`src/rtl/ast_pkg.sv`:
```
// Shared types and default geometry for the Avalon-ST sink unpacker.
package ast_pkg;

    localparam int unsigned AST_DATABITS = 8;
    localparam int unsigned AST_SYMBOLS  = 4;
    localparam int unsigned WIDTH        = AST_DATABITS * AST_SYMBOLS;
    localparam int unsigned EMPTY_W      = $clog2(AST_SYMBOLS);

    // One buffered Avalon-ST beat with its framing sidebands.
    typedef struct packed {
        logic [WIDTH-1:0]   data;
        logic               sop;
        logic               eop;
        logic [EMPTY_W-1:0] empty;
    } ast_beat_t;

endpackage

```
`src/rtl/ast_beat_buf.sv`:
```
// Synchronous DEPTH-entry beat FIFO; push is ignored when full, pop when empty.
module ast_beat_buf
    import ast_pkg::*;
#(
    parameter int unsigned DEPTH   = 4,
    parameter int unsigned COUNT_W = $clog2(DEPTH + 1)
) (
    input  logic               clk_i,
    input  logic               rst_i,
    input  logic               push_i,
    input  ast_beat_t          din_i,
    input  logic               pop_i,
    output ast_beat_t          dout_o,
    output logic               full_o,
    output logic               empty_o,
    output logic [COUNT_W-1:0] count_o
);

    localparam int unsigned PTR_W = (DEPTH > 1) ? $clog2(DEPTH) : 1;

    ast_beat_t        mem [DEPTH];
    logic [PTR_W-1:0] wr_ptr;
    logic [PTR_W-1:0] rd_ptr;
    logic             do_push;
    logic             do_pop;

    function automatic logic [PTR_W-1:0] ptr_inc(input logic [PTR_W-1:0] p);
        return (p == PTR_W'(DEPTH - 1)) ? '0 : p + PTR_W'(1);
    endfunction

    // Status flags, guarded operations and head-of-queue read.
    always_comb begin
        full_o  = (count_o == COUNT_W'(DEPTH));
        empty_o = (count_o == '0);
        do_push = push_i & ~full_o;
        do_pop  = pop_i & ~empty_o;
        dout_o  = mem[rd_ptr];
    end

    // Storage array: written on accepted pushes only, no reset needed.
    always_ff @(posedge clk_i) begin
        if (do_push) begin
            mem[wr_ptr] <= din_i;
        end
    end

    // Modulo-DEPTH pointers and occupancy counter.
    always_ff @(posedge clk_i) begin
        if (rst_i) begin
            wr_ptr  <= '0;
            rd_ptr  <= '0;
            count_o <= '0;
        end else begin
            if (do_push) begin
                wr_ptr <= ptr_inc(wr_ptr);
            end
            if (do_pop) begin
                rd_ptr <= ptr_inc(rd_ptr);
            end
            case ({do_push, do_pop})
                2'b10:   count_o <= count_o + COUNT_W'(1);
                2'b01:   count_o <= count_o - COUNT_W'(1);
                default: count_o <= count_o;
            endcase
        end
    end

endmodule

```
`src/rtl/ast_sink_unpacker.sv`:
```
// Avalon-ST sink: buffers multi-symbol beats and emits one symbol per cycle.
module ast_sink_unpacker
    import ast_pkg::*;
#(
    parameter int unsigned DATABITS_PER_SYMBOL = AST_DATABITS,
    parameter int unsigned SYMBOLS_PER_BEAT    = AST_SYMBOLS,
    parameter int unsigned READY_LATENCY       = 2,
    parameter int unsigned DEPTH               = READY_LATENCY + 2
) (
    input  logic                                          clk_i,
    input  logic                                          rst_i,
    input  logic [DATABITS_PER_SYMBOL*SYMBOLS_PER_BEAT-1:0] ast_data_i,
    input  logic                                          ast_valid_i,
    input  logic                                          ast_sop_i,
    input  logic                                          ast_eop_i,
    input  logic [$clog2(SYMBOLS_PER_BEAT)-1:0]           ast_empty_i,
    output logic                                          ast_ready_o,
    output logic [DATABITS_PER_SYMBOL-1:0]                sym_data_o,
    output logic                                          sym_valid_o,
    input  logic                                          sym_ready_i,
    output logic                                          sym_sop_o,
    output logic                                          sym_eop_o,
    output logic                                          overflow_o
);

    localparam int unsigned IDX_W     = $clog2(SYMBOLS_PER_BEAT);
    localparam int unsigned COUNT_W   = $clog2(DEPTH + 1);
    localparam int unsigned READY_MAX = DEPTH - 1 - READY_LATENCY;

    ast_beat_t                    in_beat;
    ast_beat_t                    head;
    logic                         full;
    logic                         empty;
    logic [COUNT_W-1:0]           count;
    logic [COUNT_W-1:0]           occ_next;
    logic [IDX_W-1:0]             idx;
    logic [IDX_W-1:0]             last_idx;
    logic                         push;
    logic                         pop;
    logic                         sym_fire;
    logic                         at_last;
    logic [DATABITS_PER_SYMBOL-1:0] syms [SYMBOLS_PER_BEAT];

    ast_beat_buf #(
        .DEPTH   (DEPTH),
        .COUNT_W (COUNT_W)
    ) u_buf (
        .clk_i   (clk_i),
        .rst_i   (rst_i),
        .push_i  (push),
        .din_i   (in_beat),
        .pop_i   (pop),
        .dout_o  (head),
        .full_o  (full),
        .empty_o (empty),
        .count_o (count)
    );

    // Symbol 0 sits in the MSBs of the beat.
    for (genvar g = 0; g < SYMBOLS_PER_BEAT; g++) begin : g_sym
        assign syms[g] = head.data[(SYMBOLS_PER_BEAT-1-g)*DATABITS_PER_SYMBOL +: DATABITS_PER_SYMBOL];
    end

    // Beat capture, unpack handshake and next-occupancy for the credit check.
    always_comb begin
        in_beat.data  = ast_data_i;
        in_beat.sop   = ast_sop_i;
        in_beat.eop   = ast_eop_i;
        in_beat.empty = ast_empty_i;

        // Full is judged on pre-pop state: a same-cycle pop does not make room.
        push     = ast_valid_i & ~full;
        last_idx = head.eop ? IDX_W'(SYMBOLS_PER_BEAT - 1) - head.empty
                            : IDX_W'(SYMBOLS_PER_BEAT - 1);
        at_last  = (idx == last_idx);
        sym_fire = ~empty & sym_ready_i;
        pop      = sym_fire & at_last;
        occ_next = count + COUNT_W'(push) - COUNT_W'(pop);

        sym_valid_o = ~empty;
        sym_data_o  = syms[idx];
        sym_sop_o   = ~empty & head.sop & (idx == '0);
        sym_eop_o   = ~empty & head.eop & at_last;
    end

    // Symbol index over the head beat.
    always_ff @(posedge clk_i) begin
        if (rst_i) begin
            idx <= '0;
        end else if (sym_fire) begin
            idx <= at_last ? '0 : idx + IDX_W'(1);
        end
    end

    // Registered ready: leave room for beats still in flight over the ready latency.
    always_ff @(posedge clk_i) begin
        if (rst_i) begin
            ast_ready_o <= 1'b0;
        end else begin
            ast_ready_o <= (occ_next <= COUNT_W'(READY_MAX));
        end
    end

    // Sticky overflow: a valid beat found the buffer full.
    always_ff @(posedge clk_i) begin
        if (rst_i) begin
            overflow_o <= 1'b0;
        end else if (ast_valid_i & full) begin
            overflow_o <= 1'b1;
        end
    end

endmodule

```
`config.mk`:
```
export PLATFORM = sky130hd
export DESIGN_NAME = ast_sink_unpacker
export DESIGN_NICKNAME = d
export VERILOG_FILES = /design/src/rtl/ast_pkg.sv /design/src/rtl/ast_beat_buf.sv /design/src/rtl/ast_sink_unpacker.sv
export SDC_FILE = /design/constraint.sdc
export NUM_CORES = 1
export LEC_CHECK = 0
export BUFFER_PORTS_ARGS = -buffer_cell sky130_fd_sc_hd__buf_2
export CAP_MARGIN = 20
export CORE_AREA = 2 2 137 139
export CTS_BUF_LIST = sky130_fd_sc_hd__clkbuf_8
export DETAILED_ROUTE_END_ITERATION = 7
export DIE_AREA = 0 0 139 141
export HOLD_SLACK_MARGIN = 0.08
export PLACE_DENSITY = 0.5
export SLEW_MARGIN = 20
export SYNTH_ARGS = -nofsm -noshare
export SYNTH_HDL_FRONTEND = slang
export SYNTH_SLANG_ARGS = --single-unit
```
`constraint.sdc`:
```
create_clock -name clk_i -period 3.3 [get_ports clk_i]
set_input_delay 0.66 -clock clk_i [delete_from_list [all_inputs] [get_ports clk_i]]
set_output_delay 0.66 -clock clk_i [all_outputs]
set_load 0.01 [all_outputs]
```
==> qor.yml <==
placed_design:
  port-buffer-count: 52
  pre_cts_ws_ns: 0.236
  gp_congestion: 0.728
  dp.final_hpwl_um: 7480
logic_synthesis:
  synth_nets: 349
  ys_seq_area_frac: 0.740
  synth.distinct_cells: 35
  ys_top_cells_by_area: "edfxtp_1 (70%), mux4_2 (16%), dfxtp_1 (4.2%)"
  synth_top_area_share: 0.698
  syn_avg_cell_area_um2: 20.8
  synth_top_cell_by_area: "edfxtp_1"
  ys_warn_count: 0
  syn_area_um2: 6200
  synth-seq-cells: 157
  synthArstFlopShare: 0
  synth-edff-count: 144
  synth_flop_cell: "edfxtp_1"
  syn_inst: 298
power:
  powerDensity_nw_per_um2: 578
  vdd_drop_max_v: 0.000304
  total_leakage_power_nw: 2.41
  p_total_mw: 4.18
timing:
  tightest_slew_ns: 0.642
  slew_headroom: 0.572
  slew_viol_final: 0
  setup_viol: 0
  min_period_ns: 3.14
  hold_violations: 0
  finalCritPeriodShare: 0.951
  finalWorstSetupSlack_ns: 0.162
  timing.setup.tns_ns: 0
  rsz0062_at_grt: "no"
  timing.fmax_mhz: 319
  fin_skew_ns: 0.00848
worst_hold_path:
  hp-start: "ast_data_i[29]"
  hold_path_depth: 1
  hp-class: "in -> reg"
  holdPathEnd: "u_buf.mem[3][33]$_DFFE_PP_"
global_routing:
  grt_pass1_wl_um: 18900
  grt_pass1_vias: 3295
  grt_start_max_net_pins: 37
  grt.total_usage: 0.131
  antenna_found_initial: 0
  grt_remaining_overflow: 0
critical_path:
  critPathLaunchType: "flip-flop"
  r2r_slack_ns: 0.25
  r2r-end: "ast_ready_o$_SDFF_PP0_"
  cp_data_required_time_ns: 2.64
  worstPathMaxFanout: 31
  path_class: "reg -> out"
  cp-end-kind: "output pin"
  ff2ff_path_depth: 11
  critPathArrivalTime_ns: 2.48
clocking:
  clockRootBuffer: "clkbuf_8"
  cts_buffers: 17
  cts.sinks: 157
  hold_buffers: 0
  cts_resized: 1
  path_clk_slew_ns: 0.08
  cts_tree: "done"
  htreeDepth: 4
  clockBufferDepth: 2
  postCtsSetupBuffers: 0
  clock_latency_ns: 0.44
die:
  row_count: 50
  io-pin-count: 53
  die_w_um: 139
  dieArea_um2: 19600
  initial_core_util: 0.339
  core_area_um2: 18300
  die_h_um: 141
final_layout:
  fin_util: 0.396
  drive_gt1_frac: 0.384
  diodes: 0
  syn2layout_area_growth_pct: 16.7
  nFillCells: 1706
  fin_nets: 421
routing:
  ant_nets: 0
  via_count: 2992
  drc: 0
  detail_route.first_pass.iterations: 4
  drt_wl_total_um: 11900
  drtIter0Drc: 180
  vias_per_cell: 4.85
  avgRoutedWirePerCell_um: 19.3
run:
  cap_violations: 0
run_status:
  outcome: "finished, final reports clean"
synth_stat cells, types with 2 or more instances:
| cell type | number |
|---|---|
| edfxtp_1 | 144 |
| mux4_2 | 43 |
| dfxtp_1 | 13 |
| inv_1 | 11 |
| nand2_1 | 11 |
| ha_1 | 9 |
| nor2_1 | 9 |
| a21oi_1 | 6 |
| and3_1 | 5 |
| buf_2 | 5 |
| clkbuf_1 | 5 |
| mux2i_1 | 3 |
| nand2b_1 | 3 |
| a211oi_1 | 2 |
| and2_1 | 2 |
| fa_1 | 2 |
| nand3_1 | 2 |
| nor3_1 | 2 |
| o21ai_0 | 2 |
| or3_1 | 2 |
| xnor2_1 | 2 |
| xor2_1 | 2 |
cell usage in the layout, fill, tap and decap left out, types with 9 or more instances in the layout:
cell type,Yosys,routed
inv_1,11,12
dfxtp_1,13,11
mux4_2,43,43
buf_4,0,10
ha_1,9,9
clkbuf_8,0,17
nand2_1,11,11
nor2_1,9,9
buf_2,5,52
edfxtp_1,144,144
metal layers:
metal,part of all wire,GRT usage
met3,0.027,0.0370
met1,0.44,0.158
met4,0.011,0.0463
met5,0,0
met2,0.53,0.226
how the worst max path moves through the flow:
stage | cells past startpoint | slack (ns) | to
2_1_floorplan | 11 | 0.37 | ast_ready_o$_SDFF_PP0_
3_5_place_dp | 11 | 0.24 | ast_ready_o$_SDFF_PP0_
5_1_grt | 4 | 0.02 | sym_data_o[0]
4_1_cts | 4 | 0.07 | sym_data_o[0]
3_3_place_gp | 11 | 0.34 | ast_ready_o$_SDFF_PP0_
6_report | 4 | 0.16 | sym_data_o[3]
layout make-up:
| cell class | instances | area (um^2) | share of cell area |
|---|---|---|---|
| multi-input combinational | 119 | 1530 | 0.211 |
| sequential | 157 | 4590 | 0.634 |
| clock buffer | 17 | 234 | 0.0324 |
| timing repair buffer | 63 | 347 | 0.0479 |
| inverter | 12 | 45.0 | 0.00623 |
| tap | 234 | 293 | 0.0405 |
| clock inverter | 15 | 196 | 0.0272 |
worst max-delay path, cell delays in order (launching register included):
cell and delay [ns]:
dfxtp_2 0.49, buf_4 0.47, mux4_2 0.39, mux4_2 0.51, buf_2 0.16
registers in the layout (all words and copies together), names as in the netlist, named ones only:
register       count
u_buf.mem        144
u_buf.count_o      3
idx                2
u_buf.rd_ptr       2
u_buf.wr_ptr       2
ast_ready_o        1
overflow_o         1
where the power goes:
group | switching, mW | total (mW) | internal, mW
logic | 0.189 | 0.346 | 0.157
registers | 0.0299 | 2.30 | 2.27
clock network | 0.712 | 1.54 | 0.823
total | 0.931 | 4.18 | 3.25
cell families (layout without fill, tap and decap cells):
group / Yosys count / after routing / share of synthesized area
AO/OA/AOI/OAI: 16 / 16 / 0.0192
flip-flops: 157 / 157 / 0.740
multiplexers: 46 / 46 / 0.161
AND/OR/NAND/NOR: 42 / 42 / 0.0353
XOR/XNOR: 4 / 4 / 0.00565
adder cells (fa/ha/maj): 11 / 11 / 0.0246
buffers and inverters: 22 / 107 / 0.0143
through the flow:
stage / hold slack [ns] / instances / area (um^2)
2_1_floorplan: 0.467 / 298 / 6200
3_3_place_gp: 0.445 / 585 / 6800
3_5_place_dp: 0.467 / 585 / 6800
4_1_cts: 0.392 / 617 / 7230
5_1_grt: 0.386 / 617 / 7230
6_report: 0.425 / 617 / 7230
No activity file was read; power rests on OpenSTA's default activity.
